### src/rtl/md5_round_seq.sv
// md5_round_seq: sweeps the Kt table address and emits per-step MD5 control, delayed to line up with the Kt word
module md5_round_seq #(
  parameter int N_CYCLES   = 72,
  parameter int KT_LATENCY = 2,
  parameter int STEP_OFS   = 4,
  localparam int TW = $clog2(N_CYCLES),
  localparam int CW = $clog2(KT_LATENCY + 1)
) (
  input  logic          CLK,
  input  logic          rst_n,
  input  logic          start,
  input  logic          abort,
  output logic [TW-1:0] t,
  output logic          kt_en,
  output logic          busy,
  output logic          valid,
  output logic [5:0]    step,
  output logic [3:0]    msg_idx,
  output logic [4:0]    shift_amt,
  output logic [1:0]    fn_sel,
  output logic          last,
  output logic          done
);
  typedef enum logic [1:0] {IDLE, RUN, DRAIN} state_t;
  typedef struct packed {
    logic       valid;
    logic [5:0] step;
    logic [3:0] msg_idx;
    logic [4:0] shift_amt;
    logic [1:0] fn_sel;
    logic       last;
  } ctl_t;
  localparam logic [4:0] SH [16] = '{5'd7, 5'd12, 5'd17, 5'd22, 5'd5, 5'd9, 5'd14, 5'd20,
                                     5'd4, 5'd11, 5'd16, 5'd23, 5'd6, 5'd10, 5'd15, 5'd21};
  state_t                   state_q, state_d;
  logic [TW-1:0]            t_q, t_d;
  logic [CW-1:0]            cnt_q, cnt_d;
  logic                     kt_en_q, kt_en_d, busy_q, busy_d, done_q, done_d;
  ctl_t                     dec;
  ctl_t [KT_LATENCY-1:0]    dl_q, dl_d;
  logic [5:0]               s;
  logic                     in_rng;
  // all state and registered outputs; abort and reset both land here
  always_ff @(posedge CLK or negedge rst_n) begin
    if (!rst_n) begin
      state_q <= IDLE;
      t_q     <= '0;
      cnt_q   <= '0;
      kt_en_q <= 1'b0;
      busy_q  <= 1'b0;
      done_q  <= 1'b0;
      dl_q    <= '0;
    end else begin
      state_q <= state_d;
      t_q     <= t_d;
      cnt_q   <= cnt_d;
      kt_en_q <= kt_en_d;
      busy_q  <= busy_d;
      done_q  <= done_d;
      dl_q    <= dl_d;
    end
  end
  // next state: abort always returns to idle, drain lasts KT_LATENCY cycles
  always_comb begin
    state_d = abort ? IDLE :
              state_q == IDLE ? (start ? RUN : IDLE) :
              state_q == RUN  ? (t_q == TW'(N_CYCLES - 1) ? DRAIN : RUN) :
              (cnt_q == CW'(KT_LATENCY - 1) ? IDLE : DRAIN);
  end
  // registered outputs derived from the state being entered
  always_comb begin
    t_d     = state_d == DRAIN ? t_q :
              (state_d == RUN && state_q == RUN) ? t_q + TW'(1) : '0;
    kt_en_d = state_d == RUN;
    busy_d  = state_d != IDLE;
    done_d  = state_q == DRAIN && state_d == IDLE && !abort;
    cnt_d   = (state_q == DRAIN && state_d == DRAIN) ? cnt_q + CW'(1) : '0;
  end
  // decode of the slot currently presented to the BRAM, zero on padding slots
  always_comb begin
    s      = 6'(t_q - TW'(STEP_OFS));
    in_rng = kt_en_q && t_q >= TW'(STEP_OFS) && t_q < TW'(STEP_OFS + 64);
    dec    = '0;
    if (in_rng) begin
      dec.valid     = 1'b1;
      dec.step      = s;
      dec.fn_sel    = s[5:4];
      dec.last      = s == 6'd63;
      dec.shift_amt = SH[{s[5:4], s[1:0]}];
      dec.msg_idx   = s[5:4] == 2'd0 ? s[3:0] :
                      s[5:4] == 2'd1 ? s[3:0] * 4'd5 + 4'd1 :
                      s[5:4] == 2'd2 ? s[3:0] * 4'd3 + 4'd5 : s[3:0] * 4'd7;
    end
  end
  // delay line: first stage captures the decode, abort flushes everything
  always_comb begin
    dl_d = abort ? '0 : {dl_q[KT_LATENCY-2:0], dec};
  end
  assign t         = t_q;
  assign kt_en     = kt_en_q;
  assign busy      = busy_q;
  assign done      = done_q;
  assign valid     = dl_q[KT_LATENCY-1].valid;
  assign step      = dl_q[KT_LATENCY-1].step;
  assign msg_idx   = dl_q[KT_LATENCY-1].msg_idx;
  assign shift_amt = dl_q[KT_LATENCY-1].shift_amt;
  assign fn_sel    = dl_q[KT_LATENCY-1].fn_sel;
  assign last      = dl_q[KT_LATENCY-1].last;
endmodule

### config.mk
export PLATFORM = sky130hd
export DESIGN_NAME = md5_round_seq
export DESIGN_NICKNAME = d
export VERILOG_FILES = /design/src/rtl/md5_round_seq.sv
export SDC_FILE = /design/constraint.sdc
export NUM_CORES = 1
export LEC_CHECK = 0
export BUFFER_PORTS_ARGS = -buffer_cell sky130_fd_sc_hd__buf_4
export CAP_MARGIN = 40
export CORE_MARGIN = 3
export CORE_UTILIZATION = 51
export DETAILED_ROUTE_END_ITERATION = 10
export MAX_ROUTING_LAYER = met4
export PLACE_DENSITY = 0.77
export SKIP_LAST_GASP = 1
export SLEW_MARGIN = 20
export SYNTH_ARGS = -nofsm -noshare
export SYNTH_HDL_FRONTEND = slang
export SYNTH_SLANG_ARGS = --single-unit
### constraint.sdc
create_clock -name CLK -period 2.22 [get_ports CLK]
set_input_delay 0.111 -clock CLK [delete_from_list [all_inputs] [get_ports CLK]]
set_output_delay 0.111 -clock CLK [all_outputs]
set_load 0.005 [all_outputs]
==> results of run 1 <==
-- cell usage after synthesis, drive strengths merged, types with 3 or more instances --
library cell,instances
dfrtp,48
nor2,24
buf,20
ha,18
nor2b,17
xnor2,15
nand2,10
a21oi,7
inv,7
nand2b,4
o21ai,4
clkbuf,3
nand3,3
nand4,3
xor2,3
-- routing by layer --
metal / vias to the layer above / global-route usage [%]
met4: 0 / 4.27
met1: 741 / 22.3
li1: 761 / -
met2: 31 / 29.0
met3: 2 / 3.56
met5: - / -
-- power by group through the flow --
stage | clock, mW | combinational (mW) | sequential [mW]
floorplan | 0 | 0.0616 | 0.913
global placement | 0 | 0.113 | 0.915
detailed placement | 0 | 0.115 | 0.916
CTS | 0.730 | 0.117 | 0.899
global route | 0.762 | 0.129 | 0.901
finish | 0.714 | 0.115 | 0.899
-- cell usage in the layout (no fill, tap or decap), types with 2 or more instances in the layout --
cell and n:
a21oi_1 7, and4_1 2, buf_4 43, bufinv_16 2, clkbuf_8 5, dfrtp_1 46, dfrtp_2 2, fa_1 2
ha_1 18, inv_1 7, mux2i_1 2, nand2_1 10, nand2b_1 4, nand3_1 3, nand4_1 3, nor2_1 21
nor2_2 3, nor2b_1 17, nor3_1 2, o21ai_0 4, xnor2_1 15, xor2_1 3
-- how the worst max path moves through the flow --
stage | start | to | slack, ns
floorplan | t[2]$_DFFE_PN0P_ | dl_q[10]$_DFF_PN0_ | 0.01
global placement | t[0]$_DFFE_PN0P_ | dl_q[10]$_DFF_PN0_ | 0.16
detailed placement | t[0]$_DFFE_PN0P_ | dl_q[10]$_DFF_PN0_ | 0.10
CTS | t[0]$_DFFE_PN0P_ | dl_q[10]$_DFF_PN0_ | 0.10
global route | t[1]$_DFFE_PN0P_ | dl_q[11]$_DFF_PN0_ | 0.08
finish | t[0]$_DFFE_PN0P_ | dl_q[10]$_DFF_PN0_ | 0.20
-- cell families (layout without fill, tap and decap cells) --
| group | Yosys count | in the layout |
|---|---|---|
| xor+xnor | 18 | 18 |
| flops | 48 | 48 |
| mux | 4 | 4 |
| fa+ha+maj | 20 | 20 |
| compound gates | 25 | 25 |
| buf+inv | 30 | 58 |
| simple gates | 71 | 71 |
-- through the flow --
step / area [µm²] / utilization (%)
2_1_floorplan: 2460 / -
3_3_place_gp: 2680 / 59.5
3_5_place_dp: 2680 / 59.5
4_1_cts: 2820 / 62.6
5_1_grt: 2820 / 62.6
6_report: 2820 / 62.6
-- cell type report --
type                       count  area, µm²
fill                         376       1680
sequential                    48       1200
multi-input combinational    138       1060
timing repair buffer          44        333
clock buffer                   5       68.8
tap                           52       65.1
clock inverter                 2       60.1
inverter                       7       26.3
-- state kept, by name (all words and copies together) (netlist names) --
name	cells
busy	1
cnt_q	2
dl_q	17
done	1
fn_sel	2
kt_en	1
last	1
msg_idx	4
shift_amt	5
state_q	2
step	4
t	7
valid	1
-- critical path, stage by stage, from the launching register on --
cell and delay (ns):
dfrtp_2 0.51, fa_1 0.51, ha_1 0.29, mux4_2 0.44, and2_1 0.16
-- repair_timing --
item | in CTS | in global routing
hold endpoints to repair | 48 | 0
gates resized for setup | 0 | 2
hold buffers | 1 | 0
endpoints found under the setup margin | 0 | 2
==> flow_summary.yaml, run 1 <==
placed_design:
  gp_congestion: 0.858
  placed_cells: 288
  port_buffers: 32
  pre_cts_slack_ns: 0.102
  hpwl_um: 3040
clock_network:
  clockRootBuffer: "clkbuf_8"
  clk_latency_ns: 0.29
  htree_levels: 2
  post_cts_buffers: 0
  cts_buffers: 5
  cts_tree: "built"
  ctsLongestPathBuffers: 2
  clock-sinks: 48
  clkTransAtPathRegs_ns: 0.09
drt:
  wl_met1_um: 2050
  drt_iter0_drc: 73
  antenna_left: 0
  firstDrtPassIters: 4
  routed_via_density: 5.19
  wl_met2_um: 2080
  dr.max_layer_used: "met4"
  vias: 1535
  detail_route.wl_per_cell_um: 14.6
  drc: 0
  wl_met3_um: 177
  wirelength_um: 4330
logic_synthesis:
  ys_seq_area_share_pct: 48.9
  synth.net_count: 240
  yosysWarnings: 0
  synth-adder-area-share_pct: 10.8
  synth_edf_count: 0
  synthSimpleGateAreaFrac_pct: 15.8
  synth_top_area_cell: "dfrtp_1"
  ys_ff_latch: 48
  synth.avg_cell_area_um2: 11.4
  synth_xor_area_share_pct: 6.42
  yosys-mux-area-fraction_pct: 2.19
  synth_top_family_by_area: "simple AND/OR/NAND/NOR gates"
  synth_top_flop_cell: "dfrtp_1"
  synthDistinctLibCells: 44
  async_flop_share_pct: 100
  netlist.area_leader.share_pct: 48.9
  syn_area_um2: 2460
  synthCells: 216
  synth_compound_area_share_pct: 8.04
  synth_area_leaders: "dfrtp_1, ha_1, xnor2_1, buf_4, nor2b_1"
sta:
  fin_skew_ns: 0.00995
  slew_headroom_pct: 61.5
  holdWs_ns: 0.175
  setup_viol: 0
  final.setup.worst_slack_ns: 0.195
  fin_crit_sh_pct: 91.2
  setup_tns_ns: 0
  slew_viol_final: 0
  period_needed_ns: 2.02
  worst_pin_slew_ns: 0.578
  hold_viol: 0
  rsz0062_at_grt: "false"
  fmax_mhz: 494
min_path:
  min_path_type: "primary input to flop"
  min_from: "abort"
  holdPathEnd: "valid$_DFF_PN0_"
  hold_depth: 2
power:
  power_leakage_nw: 1.37
  switching_share_pct: 20.4
  p_sw_mw: 0.353
  powerDensity_nw_per_um2: 613
  comb_power_share_pct: 6.7
  vdd_drop_max_uv: 300
  p_int_mw: 1.38
  clockPowerShare_pct: 41.3
  p_seq_share_pct: 52.0
  power_mw: 1.73
floorplan:
  die-area_um2: 5690
  dieHeight_um: 75.4
  die_x_um: 75.4
  core_um2: 4500
  io_pins: 33
  std_cell_rows: 24
  initial_utilization_pct: 54.6
worst_setup_path:
  worstReg2RegEnd: "dl_q[10]$_DFF_PN0_"
  worstPathRequired_ns: 2.41
  cp_max_fo: 12
  worstSetupEndpointType: "flop"
  worstPathArrival_ns: 2.22
  ff2ff_path_depth: 4
  rr_startpoint: "t[0]$_DFFE_PN0P_"
  path_class: "flop to flop"
  rrSetupSlack_ns: 0.20
  cp-start-kind: "flop"
grt:
  grt_overflow: 0
  track_usage_pct: 17.6
  antenna_found_initial: 0
  grt_pass1_wl_um: 7330
  grt_max_degree: 49
  first_global_vias: 1508
layout:
  stdcell_count: 296
  diodes: 0
  area_growth_pct: 14.8
  drive_gt1_share_pct: 26.6
  nets: 268
outcome:
  status: "completed"
flow_run:
  drv_cap: 0
Note: power is estimated with default switching activity, not from simulation.
==> run 2, diff against run 1 <==
- CELL_PAD_IN_SITES_DETAIL_PLACEMENT: default -> 0
- CELL_PAD_IN_SITES_GLOBAL_PLACEMENT: default -> 1
- CORE_UTILIZATION: 51 -> 41
- PLACE_DENSITY: 0.77 -> default
- PLACE_DENSITY_LB_ADDON: default -> 0.1
==> flow_summary.yaml, run 2 (same netlist as run 1, synthesis figures left out) <==
layout:
  drive_gt1_share_pct: 26.7
  nets: 270
  final_cell_mix: "dfrtp_1, buf_4, nor2_1, ha_1, nor2b_1"
  largest_register_ffs: 17
  post-route-util_pct: 50.4
  diodes: 0
  area_growth_pct: 15.7
  final_common_cell: "dfrtp_1"
  stdcell_count: 319
  largest-register: "dl_q"
drt:
  wirelength_um: 4700
  drc: 0
  antenna_left: 0
  vias: 1589
  drt_iter0_drc: 60
  routed_via_density: 4.98
  detail_route.wl_per_cell_um: 14.7
  firstDrtPassIters: 4
worst_setup_path:
  path_delay_family: "adder cells"
  cp_slowest_stage_delay_ns: 0.51
  worstPathArrival_ns: 2.29
  worstSetupEndpointType: "flop"
  critPathSlowestCell: "dfrtp_1"
  worstPathRequired_ns: 2.46
  worstReg2RegEnd: "dl_q[11]$_DFF_PN0_"
  rrSetupSlack_ns: 0.17
  path_buf_inv: 1
  ff2ff_path_depth: 8
  path_class: "flop to flop"
  rr_startpoint: "t[1]$_DFFE_PN0P_"
  crit_cells: 8
  cp-start-kind: "flop"
  cp_max_fo: 7
  startpoint: "t[1]$_DFFE_PN0P_"
  cp-endpoint: "dl_q[11]$_DFF_PN0_"
  cp_cell_sequence: "inv_1 > ha_1 > xnor2_1 > ha_1 > a21oi_1 > xnor2_1 > or3_1 > nand3_1"
floorplan:
  die-area_um2: 6960
  initial_utilization_pct: 43.6
  die_x_um: 83.4
  dieHeight_um: 83.4
  core_um2: 5640
  io_pins: 33
  std_cell_rows: 27
power:
  p_int_mw: 1.27
  powerDensity_nw_per_um2: 583
  p_sw_mw: 0.385
  p_seq_share_pct: 54.1
  comb_power_share_pct: 7.3
  switching_share_pct: 23.2
  power_leakage_nw: 1.38
  power_mw: 1.66
  vdd_drop_max_uv: 281
  clockPowerShare_pct: 38.6
clock_network:
  clk_latency_ns: 0.30
  post_cts_resized: 0
  cts_tree: "built"
  clkTransAtPathRegs_ns: 0.09
  htree_levels: 2
  clock-sinks: 48
  cts_buffers: 5
  clockRootBuffer: "clkbuf_8"
  ctsLongestPathBuffers: 2
sta:
  period_needed_ns: 2.05
  fin_skew_ns: 0.00802
  slew_headroom_pct: 59.8
  setup_viol: 0
  rsz0062_at_grt: "false"
  fin_crit_sh_pct: 92.4
  worst_pin_slew_ns: 0.603
  setup_tns_ns: 0
  fmax_mhz: 488
  slew_viol_final: 0
  final.setup.worst_slack_ns: 0.169
  hold_viol: 0
grt:
  antenna_found_initial: 0
  grt_max_degree: 49
  track_usage_pct: 15.0
  first_global_vias: 1656
  grt_pass1_wl_um: 8110
  grt_overflow: 0
outcome:
  status: "completed"
placed_design:
  gp_congestion: 0.857
  port_buffers: 32
  pre_cts_slack_ns: 0.189
  placed_cells: 310
  hpwl_um: 3360
flow_run:
  drv_cap: 0
min_path:
  min_path_type: "primary input to flop"
  min_from: "abort"
==> run 2: what timing repair did <==
item | CTS | global route
setup buffers | 0 | 0
hold buffers | 1 | 0
endpoints found under the setup margin | 0 | 0
endpoints found under the hold margin | 48 | 0
==> run 2: how the worst min path moves through the flow <==
stage / endpoint / slack (ns) / depth (start not counted)
after floorplan: busy$_DFF_PN0_ / -0.18 / 0
after global placement: cnt_q[0]$_DFF_PN0_ / 0.15 / 1
after detailed placement: cnt_q[1]$_DFF_PN0_ / 0.17 / 1
after CTS: step[3]$_DFF_PN0_ / 0.16 / 2
after global routing: step[3]$_DFF_PN0_ / 0.17 / 2
final: last$_DFF_PN0_ / 0.16 / 2
==> run 2: stage by stage <==
| step | hold WS [ns] | cell area (µm²) |
|---|---|---|
| floorplan | -0.185 | 2460 |
| global placement | 0.149 | 2720 |
| global route | 0.172 | 2840 |
| finish | 0.161 | 2840 |
| detailed placement | 0.168 | 2720 |
| CTS | 0.158 | 2840 |
==> run 2: power by group through the flow <==
stage	Clock [mW]	Sequential (mW)	Combinational, mW
after floorplan	0	0.913	0.0616
after global placement	0	0.912	0.118
after detailed placement	0	0.914	0.121
after CTS	0.666	0.897	0.123
after global routing	0.712	0.899	0.138
final	0.641	0.897	0.121
==> run 2: final cells by class <==
cell class              instances  area (µm²)
fillers                       516        2800
clock buffers                   5        68.8
flip-flops and latches         48        1200
multi-input cells             138        1060
repair buffers                 46         348
inverters                       7        26.3
clock inverters                 3        46.3
well taps                      72        90.1
==> run 2: layer usage <==
metal  up-vias  global-route usage, %  wire, µm
met4         0                   4.24        79
li1        758                      -         -
met1       793                   18.6      2130
met5         -                      -         0
met3         8                   3.08       164
met2        30                   25.0      2320
==> run 3, diff against run 2 <==
- ABC_AREA: default -> 1
- CORE_UTILIZATION: 41 -> 39
- PLACE_DENSITY: default -> 0.78
- PLACE_DENSITY_LB_ADDON: 0.1 -> default
==> flow_summary.yaml, run 3 <==
outcome:
  status: "completed"
layout:
  area_growth_pct: 11.6
  largest_register_ffs: 17
  drive_gt1_share_pct: 20.4
  diodes: 0
  nets: 357
  stdcell_area_um2: 3010
  final_common_cell: "nand2_1"
  largest-register: "dl_q"
  final_cell_mix: "nand2_1, dfrtp_1, nor2_1, inv_1, buf_4"
logic_synthesis:
  synthCells: 311
  async_flop_share_pct: 100
  netlist.area_leader.share_pct: 44.6
  synth.net_count: 335
  synth.avg_cell_area_um2: 8.67
  ys_seq_area_share_pct: 44.6
  synth_compound_area_share_pct: 3.53
  ys_top_cells_by_count: "nand2_1, dfrtp_1, nor2_1"
  synth_xor_area_share_pct: 2.92
  ys_ff_latch: 48
  synth_area_leaders: "dfrtp_1, nand2_1, ha_1, nor2_1, inv_1"
  synth.most_common_cell: "nand2_1"
  synth_edf_count: 0
  yosysWarnings: 0
  yosys-mux-area-fraction_pct: 0
  synthSimpleGateAreaFrac_pct: 26.1
  synth-adder-area-share_pct: 9.84
  synth_top_family_by_area: "simple AND/OR/NAND/NOR gates"
  syn_area_um2: 2700
  synthDistinctLibCells: 27
  synth_top_area_cell: "dfrtp_1"
  synth_top_flop_cell: "dfrtp_1"
floorplan:
  dieHeight_um: 89.1
  io_pins: 33
  initial_utilization_pct: 41.3
  die_x_um: 89.1
  die-area_um2: 7940
  core_um2: 6530
  std_cell_rows: 29
worst_setup_path:
  path_class: "flop to flop"
  cp_cell_sequence: "fa_1 > ha_1 > inv_1 > nand2_1 > nand2_1 > nand2_1 > nand2_1 > nor2_1 > nor2_1 > nand2_1 > nor2_1"
  cp_max_fo: 12
  critPathSlowestCell: "dfrtp_1"
  worstPathArrival_ns: 2.25
  worstReg2RegEnd: "dl_q[11]$_DFF_PN0_"
  rrSetupSlack_ns: 0.20
  worstPathRequired_ns: 2.45
  worstSetupEndpointType: "flop"
  rr_startpoint: "t[0]$_DFFE_PN0P_"
  cp_slowest_stage_delay_ns: 0.63
  ff2ff_path_depth: 11
  path_common_cell: "nand2_1"
  cp-start-kind: "flop"
clock_network:
  cts_tree: "built"
  ctsLongestPathBuffers: 2
  post_cts_buffers: 0
  clockRootBuffer: "clkbuf_8"
  cts_buffers: 5
  clkTransAtPathRegs_ns: 0.10
  cts_hold_buf: 1
  clock-sinks: 48
  clk_latency_ns: 0.30
  post_cts_resized: 0
  htree_levels: 2
placed_design:
  hpwl_um: 3520
  placed_cell_area_um2: 2900
  gp_congestion: 0.854
  port_buffers: 32
sta:
  hold_viol: 0
  slew_headroom_pct: 59.8
  worst_pin_slew_ns: 0.603
  setup_tns_ns: 0
  fin_skew_ns: 0.0119
  setup_viol: 0
  fmax_mhz: 496
  slew_viol_final: 0
  rsz0062_at_grt: "false"
  period_needed_ns: 2.02
  fin_crit_sh_pct: 90.8
power:
  power_leakage_nw: 1.58
  vdd_drop_max_uv: 214
  powerDensity_nw_per_um2: 521
grt:
  grt_pass1_wl_um: 8550
  track_usage_pct: 14.4
  antenna_found_initial: 0
  grt_overflow: 0
  grt_max_degree: 49
  first_global_vias: 1804
drt:
  routed_via_density: 4.56
  vias: 1874
  firstDrtPassIters: 4
  wirelength_um: 4870
  drt_iter0_drc: 72
  antenna_left: 0
  drc: 0
  detail_route.wl_per_cell_um: 11.8
min_path:
  holdPathEnd: "shift_amt[1]$_DFF_PN0_"
  hold_depth: 2
  min_from: "abort"
  min_path_type: "primary input to flop"
flow_run:
  drv_cap: 0
==> run 3: logic make-up after synthesis <==
group,Yosys count
AND/OR/NAND/NOR,147
buffers and inverters,72
flip-flops,48
adder cells (fa/ha/maj),20
AO/OA/AOI/OAI,15
XOR/XNOR,9
==> run 3: worst max-delay path, delay by kind of cell (launching register included) <==
kind | cells | cell delay (ns)
adders and majority gates | 2 | 0.72
DFF | 1 | 0.63
buffers and inverters | 1 | 0.08
and+or+nand+nor | 8 | 0.49
==> run 3: worst max-delay path by stage <==
stage                                 from            endpoint  slack [ns]
final                     t[0]$_DFFE_PN0P_  dl_q[11]$_DFF_PN0_        0.20
after global routing      t[0]$_DFFE_PN0P_  dl_q[11]$_DFF_PN0_        0.03
after global placement    t[0]$_DFFE_PN0P_  dl_q[11]$_DFF_PN0_        0.27
after CTS                 t[0]$_DFFE_PN0P_  dl_q[11]$_DFF_PN0_        0.21
after detailed placement  t[0]$_DFFE_PN0P_  dl_q[11]$_DFF_PN0_        0.24
after floorplan           t[1]$_DFFE_PN0P_  dl_q[11]$_DFF_PN0_        0.28
==> run 3: report_power, final <==
part	switching [mW]	internal, mW	leakage [nW]
clock	0.290	0.252	0.0434
sequential	0.0110	0.885	0.666
combinational	0.0869	0.0399	0.874
==> run 3: metal layers <==
metal	global-route usage, %	vias to the layer above	part of all wire, %
li1	-	972	-
met1	18.4	864	50
met2	22.8	31	45
met3	2.49	7	2.8
met4	5.28	0	1.8
met5	-	-	0
==> run 3: cell type report <==
cell class	instances	area (µm²)
tap	77	96.3
timing repair buffer	37	280
sequential	48	1200
clock inverter	2	15.0
fill	673	3520
multi-input combinational	191	1140
inverter	50	188
clock buffer	6	82.6
==> run 3: stage by stage <==
stage | hold WS, ns | power (mW) | worst slack, ns | cells | utilization, %
floorplan | -0.185 | 0.985 | 0.276 | 311 | -
global placement | 0.151 | 1.04 | 0.266 | 402 | 44.4
detailed placement | 0.154 | 1.04 | 0.245 | 402 | 44.4
CTS | 0.128 | 1.58 | 0.211 | 411 | 46.0
global route | 0.141 | 1.64 | 0.0326 | 411 | 46.0
finish | 0.128 | 1.57 | 0.205 | 411 | 46.0
